[config.mk]
export PLATFORM = sky130hd
export DESIGN_NAME = mean_threshold
export DESIGN_NICKNAME = d
export VERILOG_FILES = /design/src/rtl/mean_threshold_pkg.sv /design/src/rtl/seq_divider.sv /design/src/rtl/mean_threshold.sv
export SDC_FILE = /design/constraint.sdc
export NUM_CORES = 1
export LEC_CHECK = 0
export CAP_MARGIN = 10
export CORE_ASPECT_RATIO = 0.75
export CORE_MARGIN = 2
export CORE_UTILIZATION = 60
export CTS_BUF_LIST = sky130_fd_sc_hd__clkbuf_8
export CTS_CLUSTER_DIAMETER = 40
export CTS_CLUSTER_SIZE = 20
export DETAILED_ROUTE_END_ITERATION = 8
export HOLD_SLACK_MARGIN = 0.1
export PLACE_DENSITY = 0.92
export SLEW_MARGIN = 10
export SYNTH_ARGS = -nofsm -noshare
export SYNTH_HDL_FRONTEND = slang
export SYNTH_SLANG_ARGS = --single-unit
export TNS_END_PERCENT = 30
[constraint.sdc]
create_clock -name clk -period 2.81 [get_ports clk]
set_input_delay 0.281 -clock clk [delete_from_list [all_inputs] [get_ports clk]]
set_output_delay 0.281 -clock clk [all_outputs]
set_load 0.02 [all_outputs]
[src/rtl/mean_threshold_pkg.sv]
// mean_threshold_pkg: FSM states and BMP row geometry shared by the mean_threshold slice.
package mean_threshold_pkg;
   typedef enum logic [2:0] {
      IDLE      = 3'd0,
      WAIT_GRAY = 3'd1,
      READ      = 3'd2,
      DRAIN     = 3'd3,
      DIVIDE    = 3'd4,
      DONE      = 3'd5
   } state_t;
   // BMP rows are padded to a multiple of 4 bytes
   function automatic int row_bytes(input int img_w);
      return (img_w * 3 + 3) / 4 * 4;
   endfunction
   function automatic int row_pad(input int img_w);
      return row_bytes(img_w) - img_w * 3;
   endfunction
endpackage

[src/rtl/seq_divider.sv]
// seq_divider: restoring unsigned divider, one quotient bit per cycle, WIDTH cycles after start.
module seq_divider #(
   parameter int WIDTH = 26
) (
   input  logic             clk,
   input  logic             rst,
   input  logic             start,
   input  logic [WIDTH-1:0] dividend,
   input  logic [WIDTH-1:0] divisor,
   output logic [WIDTH-1:0] quotient,
   output logic             done
);
   localparam int CW = $clog2(WIDTH + 1);
   logic [WIDTH-1:0] quo_q, quo_d, rem_q, rem_d;
   logic [CW-1:0]    cnt_q, cnt_d;
   logic             act_q, act_d;
   logic [WIDTH:0]   trial;
   logic             fits;
   always_comb begin
      trial = {rem_q, quo_q[WIDTH-1]};
      fits  = trial >= {1'b0, divisor};
      quo_d = quo_q;
      rem_d = rem_q;
      cnt_d = cnt_q;
      act_d = act_q;
      if (start) begin
         quo_d = dividend;
         rem_d = '0;
         cnt_d = CW'(WIDTH);
         act_d = 1'b1;
      end else if (cnt_q != '0) begin
         rem_d = fits ? WIDTH'(trial - {1'b0, divisor}) : trial[WIDTH-1:0];
         quo_d = {quo_q[WIDTH-2:0], fits};
         cnt_d = cnt_q - 1'b1;
      end else begin
         act_d = 1'b0;
      end
   end
   always_ff @(posedge clk) begin
      if (rst) begin
         quo_q <= '0;
         rem_q <= '0;
         cnt_q <= '0;
         act_q <= 1'b0;
      end else begin
         quo_q <= quo_d;
         rem_q <= rem_d;
         cnt_q <= cnt_d;
         act_q <= act_d;
      end
   end
   assign quotient = quo_q;
   assign done     = act_q && (cnt_q == '0);
endmodule

[src/rtl/mean_threshold.sv]
// mean_threshold: averages the gray image held in BMP RAM and presents the mean as a binarization threshold.
// Define MEAN_THRESHOLD_CLAMP_EN to clamp the threshold into [THR_MIN, THR_MAX].
module mean_threshold
   import mean_threshold_pkg::*;
#(
   parameter int BYTE_WIDTH  = 8,
   parameter int ADDR_WIDTH  = 20,
   parameter int HEADER_SIZE = 54,
   parameter int IMG_W       = 512,
   parameter int IMG_H       = 512,
   parameter int SUM_WIDTH   = 26,
   parameter int THR_MIN     = 16,
   parameter int THR_MAX     = 240
) (
   input  logic                  clk,
   input  logic                  rst,
   input  logic                  in_valid,
   input  logic                  gray_done,
   input  logic [BYTE_WIDTH-1:0] RAM_Q,
   output logic                  RAM_ren,
   output logic                  RAM_wen,
   output logic [BYTE_WIDTH-1:0] RAM_D,
   output logic [ADDR_WIDTH-1:0] RAM_addr,
   output logic [7:0]            threshold,
   output logic                  thr_valid,
   output logic                  busy
);
   localparam int NPIX = IMG_W * IMG_H;
   localparam int CW   = $clog2(IMG_W + 1);
   localparam int RW   = $clog2(IMG_H + 1);
   localparam logic [CW-1:0]         COL_LAST = CW'(IMG_W - 1);
   localparam logic [RW-1:0]         ROW_LAST = RW'(IMG_H - 1);
   localparam logic [ADDR_WIDTH-1:0] BASE0    = ADDR_WIDTH'(HEADER_SIZE);
   localparam logic [ADDR_WIDTH-1:0] ROW_STEP = ADDR_WIDTH'(row_bytes(IMG_W));
   localparam logic [SUM_WIDTH-1:0]  DIVISOR  = SUM_WIDTH'(NPIX);
`ifdef MEAN_THRESHOLD_CLAMP_EN
   localparam logic [7:0] LO = 8'(THR_MIN);
   localparam logic [7:0] HI = 8'(THR_MAX);
`else
   localparam logic [7:0] LO = 8'd0;
   localparam logic [7:0] HI = 8'd255;
`endif
   if (SUM_WIDTH < 8 + $clog2(NPIX) || THR_MIN > THR_MAX) begin : g_cfg_err
      $error("mean_threshold: SUM_WIDTH too small for the image or THR_MIN > THR_MAX");
   end
   state_t                state_q, state_d;
   logic [CW-1:0]         col_q, col_d;
   logic [RW-1:0]         row_q, row_d;
   logic [ADDR_WIDTH-1:0] addr_q, addr_d, base_q, base_d;
   logic [SUM_WIDTH-1:0]  sum_q, sum_d, quotient;
   logic [7:0]            thr_q, thr_d;
   logic                  vld_q, vld_d, gd_q, rd_q, div_done;
   always_comb begin
      state_d = state_q;
      col_d   = col_q;
      row_d   = row_q;
      addr_d  = addr_q;
      base_d  = base_q;
      sum_d   = rd_q ? sum_q + SUM_WIDTH'(RAM_Q) : sum_q;
      thr_d   = thr_q;
      vld_d   = vld_q;
      case (state_q)
         IDLE: if (in_valid) state_d = WAIT_GRAY;
         WAIT_GRAY: if (gd_q) begin
            state_d = READ;
            addr_d  = BASE0;
            base_d  = BASE0;
            col_d   = '0;
            row_d   = '0;
            sum_d   = '0;
         end
         READ: if (col_q == COL_LAST) begin
            // end of row: jump to the next row base, skipping the padding bytes
            col_d   = '0;
            row_d   = row_q + 1'b1;
            base_d  = base_q + ROW_STEP;
            addr_d  = row_q == ROW_LAST ? '0 : base_q + ROW_STEP;
            state_d = row_q == ROW_LAST ? DRAIN : READ;
         end else begin
            col_d  = col_q + 1'b1;
            addr_d = addr_q + ADDR_WIDTH'(3);
         end
         DRAIN: state_d = DIVIDE;
         DIVIDE: if (div_done) begin
            state_d = DONE;
            vld_d   = 1'b1;
            thr_d   = quotient < SUM_WIDTH'(LO) ? LO : quotient > SUM_WIDTH'(HI) ? HI : quotient[7:0];
         end
         default: ;
      endcase
   end
   always_ff @(posedge clk) begin
      if (rst) begin
         state_q <= IDLE;
         col_q   <= '0;
         row_q   <= '0;
         addr_q  <= '0;
         base_q  <= '0;
         sum_q   <= '0;
         thr_q   <= '0;
         vld_q   <= 1'b0;
         gd_q    <= 1'b0;
         rd_q    <= 1'b0;
      end else begin
         state_q <= state_d;
         col_q   <= col_d;
         row_q   <= row_d;
         addr_q  <= addr_d;
         base_q  <= base_d;
         sum_q   <= sum_d;
         thr_q   <= thr_d;
         vld_q   <= vld_d;
         gd_q    <= gray_done;
         rd_q    <= RAM_ren;
      end
   end
   // dividend is taken from sum_d so the byte returned during DRAIN is included
   seq_divider #(.WIDTH(SUM_WIDTH)) u_div (
      .clk      (clk),
      .rst      (rst),
      .start    (state_q == DRAIN),
      .dividend (sum_d),
      .divisor  (DIVISOR),
      .quotient (quotient),
      .done     (div_done)
   );
   assign RAM_ren   = state_q == READ;
   assign RAM_wen   = 1'b0;
   assign RAM_D     = '0;
   assign RAM_addr  = addr_q;
   assign threshold = thr_q;
   assign thr_valid = vld_q;
   assign busy      = state_q inside {READ, DRAIN, DIVIDE};
endmodule

======== Word level (Yosys, flattened, before mapping) ========
Cells that the tools add are included.
word-level totals
  register bits ........................... 158
  bits of input ports ..................... 12
cells by class
  add/subtract/negate cells ............... 7
  $lt $le $gt $ge ......................... 3
  equality and inequality tests ........... 11
  mux-type cells .......................... 29
  reductions and logical operators ........ 13
operator list
  operator                                                                                count
  26-bit two-way mux                                                                      6
  20-bit two-way mux                                                                      4
  20-bit case mux with 2 select lines                                                     2
  10-bit case mux with 2 select lines                                                     2
  10-bit two-way mux                                                                      3
  27-bit by 19-bit greater-or-equal comparator with 1-bit output (second input constant)  1
  26-bit by 8-bit adder with 26-bit output                                                1
  26-bit by 8-bit greater-than comparator with 1-bit output (second input constant)       1
  26-bit by 1-bit less-than comparator with 1-bit output (second input constant)          1
  26-bit by 19-bit subtractor with 26-bit output (second input constant)                  1
  10-bit by 1-bit adder with 10-bit output (second input constant)                        2
  20-bit by 11-bit adder with 20-bit output (second input constant)                       1
  20-bit by 2-bit adder with 20-bit output (second input constant)                        1
  10-bit by 9-bit equality test with 1-bit output (second input constant)                 2
  8-bit two-way mux                                                                       2
  3-bit case mux with 5 select lines                                                      1
  3-bit two-way mux                                                                       4
  5-bit two-way mux                                                                       2
  5-bit nonzero test                                                                      2
  3-bit by 2-bit equality test with 1-bit output (second input constant)                  2
  2-bit inequality test (second input constant)                                           3
  5-bit zero test                                                                         1
  5-bit AND reduction                                                                     1
  5-bit by 1-bit subtractor with 5-bit output (second input constant)                     1
  11 further kinds                                                                        16

======== Longest topological paths before layout ========
Gate-level depths: netlist of run 1.
  depth after elaboration ................. 5
  depth in mapped cells ................... 9

======== Cells and area by module ========
From an unflattened synthesis of run 1, not the netlist that was laid out.
second synthesis, totals
  cells, all modules ...................... 1239
  area, all modules ....................... 9576.7 µm²
modules (own cells, without submodules)
  module          instances  cells an instance  area each (µm²)
  mean_threshold  1          675                5425.2
  seq_divider     1          564                4151.5

======== Worst setup path before layout of run 1 ========
OpenSTA, ideal clock, no wires.
  path kind ............................... register to register
  from .................................... register addr_q[0], in the netlist RAM_addr[0]
  to ...................................... register addr_q[18], in the netlist RAM_addr[18]
  setup time .............................. 0.116 ns
  arrival time ............................ 1.983 ns
  required time ........................... 2.694 ns
  setup slack ............................. 0.711 ns
  stages on the path, launching flop included .. 9
  buffers on the path ..................... 0
  clock period less this slack ............ 2.099 ns
  cells stage by stage .................... dfxtp_1 > inv_1 > ha_1 > nand3b_1 > nor2_1 > nand3_1 > nor2_1 > mux2_2 > o211a_1
between the ends
  cells in the longest elaborated chain, start to end .. 3
ends and longest elaborated chain
  item                                      RTL line               source
  start: declaration                        mean_threshold.sv:49   logic [ADDR_WIDTH-1:0] addr_q, addr_d, base_q, base_d;
  start signal: assignment                  mean_threshold.sv:108  addr_q <= addr_d;
  20-bit by 2-bit adder with 20-bit output  mean_threshold.sv:81   addr_d = addr_q + ADDR_WIDTH'(3);
  20-bit two-way mux                        mean_threshold.sv:72   READ: if (col_q == COL_LAST) begin
  20-bit case mux with 2 select lines       mean_threshold.sv:62   case (state_q)
No other way between the ends.
A chain may end at the register's enable or synchronous reset.

======== Worst setup path in the final report of run 1 ========
  from .................................... register col_q[0]
  to ...................................... register row_q[9]
between the ends
  cells in the longest elaborated chain, start to end .. 3
ends and longest elaborated chain
  item                                                               RTL line               source
  start: declaration                                                 mean_threshold.sv:47   logic [CW-1:0] col_q, col_d;
  start signal: assignment                                           mean_threshold.sv:106  col_q <= col_d;
  10-bit by 9-bit equality test with 1-bit output                    mean_threshold.sv:72
  2-bit by 1-bit inequality test with 1-bit output (no source line)  --
  3-bit AND reduction (no source line)                               --
  end signal: assignment                                             mean_threshold.sv:107  row_q <= row_d;
  end: declaration                                                   mean_threshold.sv:48   logic [RW-1:0] row_q, row_d;
No other way between the ends.

==> results of run 1 <==
==> layer usage <==
layer / vias to the layer above / track usage, % / wire length [um] / share of wire, %
met5: - / 0 / 0 / 0
met4: 0 / 8.77 / 293 / 1.5
met3: 32 / 6.59 / 1630 / 8.6
met2: 315 / 44.3 / 8290 / 44
met1: 3245 / 41.7 / 8780 / 46
li1: 3270 / - / - / -
==> stage by stage <==
stage,worst slack (ns),area (um2),hold slack [ns],power [uW],cells
detailed placement,0.121,8100,0.462,4330,1084
floorplan,0.711,7520,0.409,3810,904
global route,0.0178,8510,0.414,6370,1116
global placement,0.184,8100,0.456,4280,1084
CTS,0.254,8510,0.393,6030,1116
finish,0.223,8510,0.412,6070,1116
==> power groups by stage <==
stage / Clock, uW / Sequential [uW] / Combinational [uW]
2_1_floorplan: 0 / 2470 / 1340
3_3_place_gp: 0 / 2510 / 1770
3_5_place_dp: 0 / 2510 / 1820
4_1_cts: 1740 / 2470 / 1830
5_1_grt: 1840 / 2500 / 2030
6_report: 1740 / 2480 / 1860
==> worst register-to-register path: stages, from the launching register on <==
cell,delay [ns]
dfxtp_1,0.37
ha_1,0.24
nand3_2,0.19
o31ai_4,0.83
nand2_2,0.25
nor4_4,0.35
xnor2_1,0.18
nor2_1,0.07
==> cells in the mapped netlist (all sizes together) (11+ instances only) <==
cell / count
a211oi: 17
a21oi: 66
and3: 11
buf: 27
clkbuf: 26
dfxtp: 150
ha: 16
inv: 19
mux2i: 20
nand2: 128
nand3: 39
nand4: 12
nor2: 102
nor3: 18
nor4: 15
o21ai: 58
o22ai: 11
xnor2: 33
xor2: 11
==> sequential cells by signal (all words and copies together), names as in the netlist <==
name	cells
sum_q	26
u_div.rem_q	26
u_div.cnt_q	5
threshold	8
u_div.quotient	26
row_q	10
state_q	3
col_q	10
rd_q	1
u_div.act_q	1
gd_q	1
thr_valid	1
RAM_addr	20
base_q	12
==> path summary, 6_finish.rpt <==
| kind | from | end | slack [ns] | cells after the start |
|---|---|---|---|---|
| worst max-delay path | col_q[0] | row_q[9] | 0.22 | 7 |
| worst min-delay path | rst | base_q[5] | 0.41 | 3 |
| worst max register to register | col_q[0] | row_q[9] | 0.22 | 7 |
| worst min register to register | u_div.rem_q[5] | u_div.rem_q[6] | 0.47 | 2 |
==> layout make-up <==
class                           count  area, um2  share of cell area [%]
Clock buffer                       18        248                    2.91
Timing Repair Buffer               67        628                    7.38
Inverter                           21       83.8                   0.985
Clock inverter                     14        159                    1.87
Multi-Input combinational cell    680       4180                    49.1
Tap cell                          166        208                    2.44
Sequential cell                   150       3000                    35.3
==> cells by family (layout without fill, tap and decap cells) <==
| kind of cell | after synthesis | after routing | share of synthesized area [%] |
|---|---|---|---|
| muxes | 22 | 22 | 2.97 |
| and+or+nand+nor | 368 | 368 | 24.7 |
| xor gates and xnor gates | 44 | 44 | 5.15 |
| other | 1 | 9 | 0.0501 |
| adders and majority gates | 17 | 17 | 2.94 |
| AOI/OAI and AO/OA | 220 | 220 | 19.5 |
| buffers and inverters | 74 | 120 | 4.59 |
| DFF | 150 | 150 | 40.1 |
==> timing repair <==
action / in CTS / in global routing
buffers inserted: 0 / 0
setup endpoints to repair: 0 / 1
hold endpoints to repair: 0 / 0
==> results.yml, run 1 <==
outcome:
  status: "finished clean"
pwr:
  p_comb_share_pct: 30.6
  pwr_density_cell_nw_per_um2: 714
  netSwitchingFraction_pct: 35.9
  power.internal_uw: 3890
  power.leakage_uw: 0.00300
  p_seq_share_pct: 40.8
  p_clk_share_pct: 28.6
  switching_power_uw: 2180
  max-vdd-ir-drop_v: 0.000510
finish:
  syn_to_final_growth_pct: 13.6
  layout_commonest_cell: "dfxtp_1"
  final_cell_mix: "dfxtp_1 (150), nand2_1 (126), nor2_1 (100)"
  utilization_pct: 69.7
  fill_cells: 905
  antenna_cells: 0
  drive_above_1_share_pct: 10.5
  fin_nets: 966
worst_setup_path:
  end_kind: "register"
  cp.buffers_inverters: 0
  cpMaxStageDelayCell: "o31ai_4"
  path_max_fanout: 23
  cp-start-kind: "register"
  arrival_ns: 2.93
  path_cells: "ha_1 -> nand3_2 -> o31ai_4 -> nand2_2 -> nor4_4 -> xnor2_1 -> nor2_1"
  crit_required_ns: 3.15
  worstSetupPathType: "register to register"
  critPathMaxStageDelay_ns: 0.83
  crit_family: "simple AND/OR/NAND/NOR gates"
place:
  portBuffers: 42
  place.gp.congestion: 0.938
  dp_hpwl_um: 12800
global_routing:
  grt_pass1_wl_um: 31500
  grt_max_degree: 48
  grt_overflow_total: 0
  grt_pass1_vias: 6334
  antenna_found_initial: 0
  grt_usage_pct: 29.2
detailed_routing:
  drtIter0Drc: 941
  wl_per_cell_um: 17.0
  drt_pass1_iterations: 5
  vias: 6862
  vias_per_cell: 6.15
  drc: 0
  wirelength_um: 19000
  antenna_left: 0
synthesis:
  async_reset_ff_share_pct: 0
  synth_area_per_cell_um2: 8.36
  ys_ff_latch: 150
  netlist.area_leader.share_pct: 40.1
  yosysWarnings: 0
  synth_edf_count: 0
  ys_types: 80
  synth_seq_area_share_pct: 40.1
  synthCells: 896
  synth_ff_type: "dfxtp_1"
  synth.largest_area_cell: "dfxtp_1"
  synthTopCellsByArea: "dfxtp_1 (40%), nand2_1 (6.3%), nor2_1 (5.0%), a21oi_1 (4.4%), xnor2_1 (3.9%)"
  synth.cell_area_um2: 7490
clocking:
  clock-root-buffer: "clkbuf_8"
  cts_buffers: 17
  clock_latency_ns: 0.46
  cts.reportedPaths.clkPinSlew_ns: 0.09
  cts.repair.resized: 0
  cts_hold_buf: 0
  cts_tree: "done"
  clock_path_buffers: 2
  h-tree-depth: 4
  cts.sinks: 150
sta:
  setup_viol: 0
  fin_crit_sh_pct: 92.1
  worst_pin_slew_ns: 0.928
  grt_setup_unrepaired: "false"
  max_freq_mhz: 386
  relSlewSlack_pct: 38.1
  fin_crit_ns: 2.59
  finalClockSkew_ns: 0.0123
  hold_viol: 0
  fin_tns_setup_ns: 0
  maxSlewViolCount: 0
hold_path:
  hold_class: "primary input to register"
floorplanning:
  num_io_pins: 52
  chipHeight_um: 101
  dieArea_um2: 13400
  die_x_um: 133
  start_util_pct: 61.3
  row_count: 35
  core_um2: 12200
run:
  max_cap_violations: 0
(Power assumes the default switching activity.)
==> run 2, diff against run 1 <==
==> constraint.sdc (replaced) <==
create_clock -name clk -period 2.5 [get_ports clk]
set_input_delay 0.25 -clock clk [delete_from_list [all_inputs] [get_ports clk]]
set_output_delay 0.25 -clock clk [all_outputs]
set_load 0.02 [all_outputs]
==> run 2 against run 1 <==
Net effect: critical path depth down 4; global-route usage decreased by 0.31 points; core utilization grew 0.19 points; largest cell class unchanged; highest routed layer unchanged.
==> results.yml, run 2 (synthesis gave the netlist of run 1 again) <==
run:
  max_cap_violations: 0
detailed_routing:
  vias: 6834
  wirelength_um: 18400
  wl_met1_um: 8300
  drc: 0
  wl_per_cell_um: 16.4
  wl_met3_um: 1740
  drt_pass1_iterations: 5
  vias_per_cell: 6.11
  antenna_left: 0
  highest_layer: "met4"
  met2WireLength_um: 8030
  drtIter0Drc: 759
hold_path:
  min_to: "gd_q"
  hp-start: "gray_done"
  hold_class: "primary input to register"
  min_path_cells: 2
sta:
  hold_viol: 0
  worst_pin_slew_ns: 0.709
  finalClockSkew_ns: 0.0151
  relSlewSlack_pct: 52.6
  setup_viol: 0
  fin_crit_ns: 2.40
  fin_tns_setup_ns: 0
  fin_crit_sh_pct: 96.0
  max_freq_mhz: 417
  grt_setup_unrepaired: "false"
  maxSlewViolCount: 0
worst_setup_path:
  worstSetupPathType: "register to output pin"
  reg2regPathDepth: 9
  r2r_setup_slack_ns: 0.22
  path_max_fanout: 12
  r2r-end: "u_div.quotient[24]"
  timing.rr.start: "sum_q[0]"
  arrival_ns: 2.15
  cp-start-kind: "register"
  end_kind: "output pin"
  crit_required_ns: 2.25
global_routing:
  grt_max_degree: 54
  grt_overflow_total: 0
  grt_pass1_wl_um: 30900
  grt_usage_pct: 28.9
  antenna_found_initial: 0
  grt_pass1_vias: 6201
place:
  place.gp.congestion: 0.922
  dp_hpwl_um: 12600
  portBuffers: 42
  place_inst: 1087
pwr:
  p_comb_share_pct: 30.0
  switching_power_uw: 2370
  netSwitchingFraction_pct: 35.5
  max-vdd-ir-drop_v: 0.000626
  power.internal_uw: 4320
  pwr_density_cell_nw_per_um2: 785
  p_seq_share_pct: 41.5
  p_clk_share_pct: 28.6
  power.leakage_uw: 0.00300
clocking:
  cts_buffers: 17
  clock-root-buffer: "clkbuf_8"
  cts.reportedPaths.clkPinSlew_ns: 0.08
  h-tree-depth: 4
  post_cts_buffers: 0
  clock_latency_ns: 0.46
  cts_tree: "done"
  cts.sinks: 150
  clock_path_buffers: 2
floorplanning:
  chipHeight_um: 101
  die_x_um: 133
  num_io_pins: 52
  dieArea_um2: 13400
  start_util_pct: 61.3
  core_um2: 12200
  row_count: 35
finish:
  layout_commonest_cell: "dfxtp_1"
  antenna_cells: 0
  syn_to_final_growth_pct: 13.9
  drive_above_1_share_pct: 10.8
  final_cell_mix: "dfxtp_1 (150), nand2_1 (126), nor2_1 (100)"
  fin_nets: 970
  instances_no_fill: 1119
outcome:
  status: "finished clean"
## run 2: changes by cell type in the layout (fill, tap and decap cells not counted), sizes merged
cell and delta:
buf +3, clkinv -2, clkinvlp +2, dlygate4sd3 +1, inv -1
## run 2: worst max path at each step
stage | from | to | slack, ns
floorplan | RAM_addr[0] | RAM_addr[18] | 0.40
global placement | RAM_Q[0] | u_div.quotient[14] | -0.04
detailed placement | RAM_Q[0] | u_div.quotient[14] | -0.12
CTS | state_q[1] | RAM_ren | 0.1
global route | state_q[1] | RAM_ren | 0.04
finish | state_q[1] | RAM_ren | 0.1
## run 2: repair_timing
action                                 CTS  global route
resized for setup                        0             1
endpoints found under the hold margin    2             0
setup endpoints to repair                0             1
hold buffers                             1             0
## run 2: through the flow
stage / hold slack, ns / cell area (um2) / power (uW) / setup slack [ns] / utilization (%)
3_3_place_gp: 0.455 / 8110 / 4730 / -0.0396 / 66.4
6_report: 0.437 / 8530 / 6700 / 0.0991 / 69.9
5_1_grt: 0.442 / 8530 / 7070 / 0.0422 / 69.9
4_1_cts: 0.433 / 8530 / 6660 / 0.0955 / 69.8
2_1_floorplan: 0.378 / 7520 / 4280 / 0.401 / -
3_5_place_dp: 0.463 / 8110 / 4770 / -0.118 / 66.4
## run 2: final cells by class
cell class	count	area, um2
Multi-Input combinational cell	680	4190
Clock inverter	13	159
Inverter	21	83.8
Timing Repair Buffer	71	648
Tap cell	166	208
Clock buffer	18	248
Fill cell	924	3680
Sequential cell	150	3000
## run 2: power groups by stage
| stage | sequential, uW | clock [uW] | combinational [uW] |
|---|---|---|---|
| floorplan | 2780 | 0 | 1500 |
| global placement | 2820 | 0 | 1910 |
| detailed placement | 2820 | 0 | 1950 |
| CTS | 2770 | 1920 | 1970 |
| global route | 2810 | 2040 | 2220 |
| finish | 2780 | 1910 | 2010 |
## run 2: per-layer routing
layer | track usage [%] | vias to the layer above
li1 | - | 3272
met1 | 41.5 | 3219
met2 | 43.0 | 311
met3 | 6.33 | 32
met4 | 10.0 | 0
met5 | 0 | -
## run 2: worst max-delay path, stage by stage (launching register included)
cell	delay [ns]
dfxtp_1	0.51
or3b_1	0.45
clkinv_4	0.13
clkdlybuf4s50_1	0.62
==> run 3, diff against run 2 <==
--- a/config.mk
+++ b/config.mk
@@ -15,6 +15,8 @@
 export DETAILED_ROUTE_END_ITERATION = 8
 export HOLD_SLACK_MARGIN = 0.1
 export PLACE_DENSITY = 0.92
+export RECOVER_POWER = 25
+export SKIP_LAST_GASP = 1
 export SLEW_MARGIN = 10
 export SYNTH_ARGS = -nofsm -noshare
 export SYNTH_HDL_FRONTEND = slang
==> run 3 against run 2 <==
Net effect: combinational power down 3%; hold slack worse by 0.0059 ns; die area unchanged; clock skew up 0.0013 ns; via count up 0.35%; sequential share of layout area up 0.13 points; clock power about the same.
==> results.yml, run 3 (synthesis gave the netlist of run 1 again) <==
outcome:
  status: "finished clean"
sta:
  setup_viol: 0
  max_freq_mhz: 417
  relSlewSlack_pct: 35.2
  hold_viol: 0
  maxSlewViolCount: 0
  grt_setup_unrepaired: "false"
  finalClockSkew_ns: 0.0164
  fin_tns_setup_ns: 0
  hold_slack_ns: 0.431
  setup_ws_ns: 0.0991
  worst_pin_slew_ns: 0.972
  fin_crit_sh_pct: 96.0
  fin_crit_ns: 2.40
clocking:
  cts.sinks: 150
  post_cts_buffers: 0
  cts.reportedPaths.clkPinSlew_ns: 0.08
  clock_path_buffers: 2
  h-tree-depth: 4
  clock_latency_ns: 0.46
  cts_buffers: 17
  cts_tree: "done"
  clock-root-buffer: "clkbuf_8"
global_routing:
  grt_overflow_total: 0
  grt_max_degree: 54
  antenna_found_initial: 0
  grt_usage_pct: 28.9
  grt_pass1_vias: 6201
  grt_pass1_wl_um: 30900
pwr:
  netSwitchingFraction_pct: 35.6
  p_seq_share_pct: 41.8
  pwr_density_cell_nw_per_um2: 781
  switching_power_uw: 2360
  p_comb_share_pct: 29.4
  p_clk_share_pct: 28.8
  power.leakage_uw: 0.00302
  max-vdd-ir-drop_v: 0.000623
  power.internal_uw: 4280
worst_setup_path:
  critPathMaxStageDelay_ns: 0.61
  cp.buffers_inverters: 2
  end_kind: "output pin"
  worstSetupPathType: "register to output pin"
  r2r_setup_slack_ns: 0.21
  cpMaxStageDelayCell: "clkdlybuf4s50_1"
  startpoint: "state_q[1]"
  arrival_ns: 2.15
  crit_required_ns: 2.25
  path_cells: "or3b_1 -> clkinv_4 -> clkdlybuf4s50_1"
  timing.rr.start: "sum_q[0]"
  crit_family: "buffers and inverters"
  path_max_fanout: 12
  cp-start-kind: "register"
finish:
  utilization_pct: 69.6
  syn_to_final_growth_pct: 13.5
  layout_commonest_cell: "dfxtp_1"
  antenna_cells: 0
  final_cell_mix: "dfxtp_1 (150), nand2_1 (126), nor2_1 (100)"
  fin_nets: 970
  drive_above_1_share_pct: 10.3
floorplanning:
  core_um2: 12200
  dieArea_um2: 13400
  num_io_pins: 52
  row_count: 35
  start_util_pct: 61.3
  die_x_um: 133
  chipHeight_um: 101
detailed_routing:
  vias_per_cell: 6.13
  vias: 6858
  drtIter0Drc: 694
  antenna_left: 0
  wl_per_cell_um: 16.3
  drt_pass1_iterations: 5
  wirelength_um: 18300
  drc: 0
run:
  max_cap_violations: 0
place:
  place_worst_setup_slack_ns: -0.118
  portBuffers: 42
  dp_hpwl_um: 12600
  place.gp.congestion: 0.922
hold_path:
  hold_class: "primary input to register"
  hp-start: "gray_done"
## run 3: cell count changes in the layout (fill, tap and decap cells not counted), sizes merged
cell and delta:
clkbuf +7, buf -7, clkdlybuf4s50 -13, dlygate4sd3 +13
## run 3: cell type report
class	instances	area, um2
Clock buffer	18	248
Clock inverter	13	159
Fill cell	934	3710
Inverter	21	83.8
Multi-Input combinational cell	680	4190
Sequential cell	150	3000
Tap cell	166	208
Timing Repair Buffer	71	617
## run 3: routing by layer
layer | wire length [um] | track usage, %
met5 | 0 | 0
met2 | 7970 | 43.0
met4 | 284 | 10.0
met3 | 1630 | 6.33
met1 | 8410 | 41.5
## run 3: path summary, 6_finish.rpt
path | to | cells after the start
setup / recovery | RAM_ren | 3
hold / removal | gd_q | 2
setup reg to reg | u_div.quotient[24] | 9
hold reg to reg | u_div.rem_q[13] | 2
## run 3: what timing repair did
action	in CTS	in global routing
endpoints found under the hold margin	2	0
hold buffers	1	0
setup endpoints to repair	0	1
gates resized for setup	0	1
## run 3: power groups by stage
stage / Clock (uW) / Sequential [uW] / Combinational (uW)
after detailed placement: 0 / 2820 / 1950
after CTS: 1920 / 2770 / 1970
final: 1910 / 2780 / 1950
after global routing: 2040 / 2810 / 2170
after global placement: 0 / 2820 / 1910
after floorplan: 0 / 2780 / 1500
## run 3: metrics by stage
stage,power [uW],instances,cell area [um2]
2_1_floorplan,4280,904,7520
3_3_place_gp,4730,1087,8110
3_5_place_dp,4770,1087,8110
4_1_cts,6660,1119,8530
5_1_grt,7020,1119,8500
6_report,6640,1119,8500
## run 3: worst register-to-register path, delay by kind of cell, from the launching register on
family	cells	cell delay (ns)
AOI/OAI and AO/OA	4	0.81
and+or+nand+nor	1	0.18
DFF	1	0.33
xor gates and xnor gates	1	0.23
adders and majority gates	2	0.55
buffers and inverters	1	0.06
